[config.mk]
export PLATFORM = sky130hd
export DESIGN_NAME = track_play_sequencer
export DESIGN_NICKNAME = d
export VERILOG_FILES = /design/src/rtl/track_play_sequencer.sv
export SDC_FILE = /design/constraint.sdc
export NUM_CORES = 1
export LEC_CHECK = 0
export ABC_CLOCK_PERIOD_IN_PS = 8050
export BUFFER_PORTS_ARGS = -buffer_cell sky130_fd_sc_hd__buf_2
export CAP_MARGIN = 20
export CORE_ASPECT_RATIO = 1.2
export CORE_UTILIZATION = 30
export DETAILED_ROUTE_END_ITERATION = 16
export PLACE_DENSITY = 0.55
export SLEW_MARGIN = 25
export SYNTH_ARGS = -nofsm -noshare
export SYNTH_HDL_FRONTEND = slang
export SYNTH_SLANG_ARGS = --single-unit
[constraint.sdc]
create_clock -name clock -period 8.05 [get_ports clock]
set_clock_uncertainty 0.2 [all_clocks]
set_input_delay 1.2075 -clock clock [delete_from_list [all_inputs] [get_ports clock]]
set_output_delay 1.2075 -clock clock [all_outputs]
set_load 0.01 [all_outputs]
[src/rtl/track_play_sequencer.sv]
// Playback sequencer for the two note-track RAMs.
// Walks a shared read address from 0 to the end of the selected recording.
// Each note is held for TICKS_PER_NOTE divider strobes.
// Registered per-track tones are presented to the audio block.
//
// Handshake: play and stop are single-cycle requests with no ready signal.
// play is accepted only in IDLE, and only when stop is low in the same cycle.
// stop is honoured in every non-IDLE state.
// finish is a one-cycle pulse, with no acknowledge.
module track_play_sequencer #(
    parameter int ADDR_W         = 6,
    parameter int DATA_W         = 8,
    parameter int TICKS_PER_NOTE = 4
) (
    input  logic              clock,
    input  logic              reset,
    input  logic              tick,
    input  logic              play,
    input  logic              stop,
    input  logic [1:0]        mode,
    input  logic [ADDR_W-1:0] limit1,
    input  logic [ADDR_W-1:0] limit2,
    input  logic [DATA_W-1:0] data1,
    input  logic [DATA_W-1:0] data2,
    output logic [ADDR_W-1:0] rd_addr,
    output logic              rd_en,
    output logic              cs1,
    output logic              cs2,
    output logic [DATA_W-1:0] tone1,
    output logic [DATA_W-1:0] tone2,
    output logic              busy,
    output logic              finish
);

    typedef enum logic [2:0] {
        S_IDLE  = 3'd0,
        S_FETCH = 3'd1,
        S_LATCH = 3'd2,
        S_HOLD  = 3'd3,
        S_DONE  = 3'd4
    } state_t;

    localparam logic [3:0] TICK_LAST = 4'(TICKS_PER_NOTE - 1);

    state_t            state, next_state;
    logic [1:0]        mode_r;
    logic [ADDR_W-1:0] limit1_r, limit2_r;
    logic [ADDR_W-1:0] idx;
    logic [3:0]        tick_cnt;
    logic              fin_empty_r;

    logic [ADDR_W-1:0] len_in, len_r;
    logic              play_go, start, empty_play, abort, tick_hit, last_note;

    // Effective recording length for a given mode and pair of limits.
    function automatic logic [ADDR_W-1:0] eff_len(input logic [1:0]        m,
                                                  input logic [ADDR_W-1:0] l1,
                                                  input logic [ADDR_W-1:0] l2);
        case (m)
            2'b01:   eff_len = l1;
            2'b10:   eff_len = l2;
            2'b11:   eff_len = (l1 > l2) ? l1 : l2;
            default: eff_len = '0;
        endcase
    endfunction

    assign len_in     = eff_len(mode, limit1, limit2);
    assign len_r      = eff_len(mode_r, limit1_r, limit2_r);
    assign play_go    = (state == S_IDLE) && play && !stop;
    assign start      = play_go && (len_in != '0);
    assign empty_play = play_go && (len_in == '0);
    assign abort      = stop && (state != S_IDLE);
    assign tick_hit   = tick && (tick_cnt == TICK_LAST);
    assign last_note  = (idx == len_r - 1'b1);

    // State register.
    always_ff @(posedge clock) begin
        if (!reset) state <= S_IDLE;
        else        state <= next_state;
    end

    // Next-state logic; an abort overrides the normal walk.
    always_comb begin
        next_state = state;
        if (abort) begin
            next_state = S_IDLE;
        end else begin
            case (state)
                S_IDLE:  if (start) next_state = S_FETCH;
                S_FETCH: next_state = S_LATCH;
                S_LATCH: next_state = S_HOLD;
                S_HOLD:  if (tick_hit) next_state = last_note ? S_DONE : S_FETCH;
                S_DONE:  next_state = S_IDLE;
                default: next_state = S_IDLE;
            endcase
        end
    end

    // Outputs decoded from the current state and the captured mode.
    always_comb begin
        busy    = (state == S_FETCH) || (state == S_LATCH) || (state == S_HOLD);
        rd_en   = (state == S_FETCH);
        rd_addr = (state == S_FETCH) ? idx : '0;
        cs1     = busy && mode_r[0];
        cs2     = busy && mode_r[1];
        finish  = (state == S_DONE) || fin_empty_r;
    end

    // Datapath: capture at play, note index, tick counter and tone registers.
    always_ff @(posedge clock) begin
        if (!reset) begin
            mode_r      <= '0;
            limit1_r    <= '0;
            limit2_r    <= '0;
            idx         <= '0;
            tick_cnt    <= '0;
            tone1       <= '0;
            tone2       <= '0;
            fin_empty_r <= 1'b0;
        end else begin
            fin_empty_r <= empty_play;
            if (play_go) begin
                mode_r   <= mode;
                limit1_r <= limit1;
                limit2_r <= limit2;
                idx      <= '0;
            end
            case (state)
                S_LATCH: begin
                    // A track shorter than the mix length plays silence past its end.
                    tone1    <= (mode_r[0] && (idx < limit1_r)) ? data1 : '0;
                    tone2    <= (mode_r[1] && (idx < limit2_r)) ? data2 : '0;
                    tick_cnt <= '0;
                end
                S_HOLD: begin
                    if (tick) begin
                        if (tick_cnt == TICK_LAST) begin
                            tick_cnt <= '0;
                            if (last_note) begin
                                tone1 <= '0;
                                tone2 <= '0;
                            end else begin
                                idx <= idx + 1'b1;
                            end
                        end else begin
                            tick_cnt <= tick_cnt + 1'b1;
                        end
                    end
                end
                default: ;
            endcase
            // Silence immediately on abort, whatever the state was doing.
            if (abort) begin
                tone1 <= '0;
                tone2 <= '0;
            end
        end
    end

endmodule

# Word level (Yosys, flattened, before mapping)
# Index checks and enable logic that the tools add are counted.
[totals]
out_inout_bits = 27
reg_bits = 44
[op_classes]
n_addsub = 3
n_bitwise = 1
reduce_logical = 23
n_mux = 24
eq_ne = 17
order_cmp = 4
[op_table]
columns = ["operator", "count"]
rows = [
  ["6-bit two-way mux", 8],
  ["8-bit two-way mux", 5],
  ["6-bit one-hot mux with 3 select lines", 2],
  ["8-bit one-hot mux with 2 select lines", 2],
  ["6-bit > comparator", 2],
  ["6-bit less-than comparator", 2],
  ["3-bit one-hot mux with 4 select lines", 1],
  ["1-bit logical AND", 10],
  ["2-bit inequality test (second input constant)", 5],
  ["3-bit two-way mux", 3],
  ["2-bit == test (second input constant)", 4],
  ["4-bit two-way mux", 2],
  ["4-bit one-hot mux with 2 select lines", 1],
  ["6-bit by 1-bit adder with 6-bit output (second input constant)", 1],
  ["3-bit by 2-bit == test with 1-bit output (second input constant)", 2],
  ["6-bit == test", 1],
  ["6-bit logical NOT", 1],
  ["6-bit nonzero test", 1],
  ["6-bit by 1-bit subtractor with 6-bit output (second input constant)", 1],
  ["4-bit by 1-bit adder with 4-bit output (second input constant)", 1],
  ["2-bit by 1-bit == test with 1-bit output (second input constant)", 2],
  ["4-bit by 2-bit == test with 1-bit output (second input constant)", 1],
  ["2-bit AND reduction", 2],
  ["4-bit AND reduction", 1],
  ["9 further kinds", 11],
]

# Longest topological paths before layout
[depth]
ltp_word = 9
ltp_mapped = 14

# Least setup slack after synthesis
# No wires, ideal clock.
[synth_timing]
path_kind = "reg-to-reg"
startpoint = "register limit2_r[5]"
endpoint = "register tone1[0]"
t_arrival_ns = 3.376
path_slack_ns = 4.359
path_buffers = 1
path_stages_with_launch = 15
period_less_slack_ns = 3.691
path_cell_list = "dfxtp_1 -> inv_1 -> ha_1 -> nand4_2 -> o21bai_4 -> a41oi_2 -> a32oi_1 -> ha_1 -> xnor2_1 -> nand3_1 -> o211a_1 -> or4_4 -> nor4_4 -> buf_6 -> o21ai_2"
[synth_via]
elab_chain_cells = 7
[synth_lines]
columns = ["element", "line_no", "source"]
rows = [
  ["start: declaration", "47", "logic [ADDR_W-1:0] limit1_r, limit2_r;"],
  ["start signal: assignment", "125", "limit2_r <= limit2;"],
  ["6-bit > comparator", "62", "2'b11: eff_len = (l1 > l2) ? l1 : l2;"],
  ["6-bit two-way mux", "62", ""],
  ["6-bit one-hot mux with 3 select lines *", "59", "case (m)"],
  ["6-bit by 1-bit subtractor with 6-bit output *", "74", "assign last_note = (idx == len_r - 1'b1);"],
  ["6-bit == test *", "74", ""],
  ["2-bit inequality test (no source line) *", "-", ""],
  ["4-bit AND reduction (no source line) *", "-", ""],
  ["end signal: assignment", "131", "tone1 <= (mode_r[0] && (idx < limit1_r)) ? data1 : '0;"],
  ["end: declaration", "29", "output logic [DATA_W-1:0] tone1,"],
]
# Mark *: on every way between the ends. The rest lies on a longest branch, timed or not.
# A chain may end at the register's enable or synchronous reset.

# Worst setup path after layout
[layout_timing]
startpoint = "register limit2_r[5]"
endpoint = "register tone1[3]"
# The elaborated chain is that of the path after synthesis.

==> reports/qor.txt <==
run status: complete, no violations
cell type contributing the most total cell area after synthesis: dfxtp_1
proportion of layout cells with a drive suffix above 1: 22.14%
Inserted Clock Buffers: 5
max capacitance violation total: 0
LEAKAGE: 1.441 nW
Setup WS pre-CTS: 3.469 ns
final total negative setup slack: 0 ns
Layout Area Growth over Synthesis: 17.21%
number of detailed-routing iterations run before antenna repair: 4
final count of hold timing violations: 0
achievable frequency: 239.5 MHz
Longest Clk Path Bufs: 2
CP Data Arrival Time: 4.15 ns
Worst Path Required: 8.03 ns
final worst path period share: 51.88%
number of clock sinks seen by CTS: 44
initial antenna violation count: 0
root buf cell: clkbuf_8
Skew-Pair Late Insertion Delay: 0.29 ns
detailed-placement wirelength estimate: 5.749 mm
Yosys cell types: 56
Iter 0 DRT Violations: 92
via-per-instance ratio: 5.046
number of rows created at floorplan: 38
global-route wire length before repair: 12.28 mm
RSZ-0062 raised after global routing: false
Horiz. Die Dim: 91.43 um
actual slew at the worst max-slew pin: 0.7345 ns
number of global-route vias before repair: 2589
startpoint types: flop
pin count of the biggest net entering global routing: 24
async set or reset register ratio after synthesis: 0%
number of enable flip-flop cells after synthesis: 0
sequential cell area fraction in the yosys report: 30.60%
clock slew at the register clock pins of the worst setup and hold paths: 0.08 ns
n_diodes: 0
sum of routed wire length over all layers: 7.383 mm
terminating pin of the worst hold path: tone2[0]
most common cell after layout, fill and taps aside: buf_2
total routing usage reported by global routing: 15.28%
footprint of the multi-input gates: 1826 um2
path depth of the worst reg2reg path: 14
post-detailed-route wirelength per cell: 13.67 um
worst hold-check path type: reg2reg
Max FO, Critical Path: 12
DRC violations left: 0
sequential cell area: 880.8 um2
number of buffers added on ports: 61
predominant post-synthesis flop cell: dfxtp_1
Hold Startpoint: tone2[0]
post-CTS sizing: 0
Seq cells post-synth: 44
core region area: 9176 um2
Worst Hold Depth: 2
final max-slew violation count: 0
critical path type: reg2reg
clock tree from TritonCTS: built
count of hold-fix buffers inserted at cts: 0
global-route congestion overflow total: 0
max-slew headroom at the worst pin: 50.85%
initial core utilization: 31.37%
floorplan die area: 9994 um2
leading cell types in the layout, fill and taps excluded: buf_2 (61), nand2_1 (56), dfxtp_1 (44)
number of warnings reported in the yosys synthesis log: 0
area share of the largest cell type after synthesis: 30.60%
Reg2Reg Capture Point: tone1[3]
Die Y-Extent: 109.3 um
post-synth net total: 424
Worst IR Drop VDD: 0.05514 mV
via count of the routed design: 2725
Tmin final: 4.176 ns
Boundary Pins: 62
H-tree depth reported by CTS: 2
Total Nets Final: 480
count of mapped cells out of synthesis: 364
final antenna-violating net count: 0
average cell area after synthesis: 7.909 um2
cell area power density: 130.5 nW/um2
weighted congestion reported at the end of routability-driven placement: 0.8004
Mapped Area: 2879 um2
kind of capture point of the worst setup path: flop
Filler cells: 1000
final worst setup slack: 3.874 ns
ranking of synthesized cells by area: dfxtp_1 (31%), ha_1 (11%), nand2_1 (7.3%)
Reg2Reg Setup Slack: 3.87 ns
setup fix buffers added after clock tree synthesis: 0
final setup violating endpoints: 0
worst reg2reg path startpoint: limit2_r[5]
-- critical path: stages, from the launching register on --
cell,delay (ns)
dfxtp_1,0.35
inv_1,0.07
ha_1,0.33
nand4_2,0.14
o21bai_4,0.20
a41oi_2,0.38
a32oi_1,0.16
ha_1,0.32
xnor2_1,0.26
nand3_1,0.10
o211a_1,0.16
or4_4,0.57
nor4_4,0.47
buf_6,0.24
o21ai_0,0.11
-- Yosys cell counts (3+ instances only) --
cell type / count
nand2_1: 56
dfxtp_1: 44
inv_1: 27
ha_1: 25
nand3_1: 25
a21oi_1: 22
o21ai_0: 19
nor2_1: 15
clkbuf_1: 12
o21ai_2: 10
and2_1: 8
nor4_1: 8
a21o_1: 6
a32oi_1: 6
nor3_1: 6
o21a_1: 6
nand2b_1: 5
and3_1: 4
nor2b_1: 4
o211ai_1: 4
nand4_1: 3
or2_2: 3
xnor2_1: 3
-- worst max path at each step --
stage                start  cells past startpoint  slack (ns)  endpoint
3_3_place_gp   limit2_r[5]                     13        3.59  tone1[3]
6_report       limit2_r[5]                     14        3.87  tone1[3]
3_5_place_dp   limit2_r[5]                     13        3.47  tone1[3]
2_1_floorplan  limit2_r[5]                     14        4.36  tone1[0]
4_1_cts        limit2_r[5]                     13        3.47  tone1[3]
5_1_grt        limit2_r[3]                     14        3.57  tone1[3]
-- cell families after synthesis --
group | synth area share, %
simple gates | 26.38
mux | 0.3477
compound gates | 24.29
buf+inv | 5.998
flops | 30.60
xor+xnor | 1.521
fa+ha+maj | 10.86
-- state kept, by name, indices dropped and copies added, names as in the netlist --
register,count
tone1,8
tone2,8
idx,6
limit1_r,6
limit2_r,6
tick_cnt,4
state,3
mode_r,2
fin_empty_r,1
-- through the flow --
step / area (um2) / instances / hold slack (ns) / utilization, % / power, W
global placement: 3286 / 532 / 0.2515 / 35.81 / 0.0003109
global route: 3374 / 540 / 0.2920 / 36.77 / 0.0004649
detailed placement: 3286 / 532 / 0.2618 / 35.81 / 0.0003121
finish: 3374 / 540 / 0.2723 / 36.77 / 0.0004403
floorplan: 2879 / 364 / 0.2497 / - / 0.0002848
CTS: 3363 / 539 / 0.2737 / 36.65 / 0.0004469
-- final cells by class --
type,instances,area share (%)
Timing Repair Buffer,65,10.05
Multi-Input combinational cell,277,54.10
Tap cell,120,4.449
Inverter,27,3.003
Sequential cell,44,26.10
Clock inverter,1,0.1483
Clock buffer,6,2.151
-- power by group --
group          switching, W  internal, W  total [W]
Sequential       0.00000625     0.000222   0.000229
Clock             0.0000740    0.0000592   0.000133
Combinational     0.0000468    0.0000317  0.0000785
Total              0.000127     0.000313   0.000440
-- layer usage --
layer  GRT usage, %  share of wire, %  wire length (um)  vias to the layer above
met5              0                 0                 0                        -
met3          2.351               4.2               307                        6
met4          3.855              0.95                70                        0
met2          30.56                51              3782                       62
met1          16.65                44              3223                     1239
li1               -                 -                 -                     1418
No activity file was read; power rests on OpenSTA's default activity.
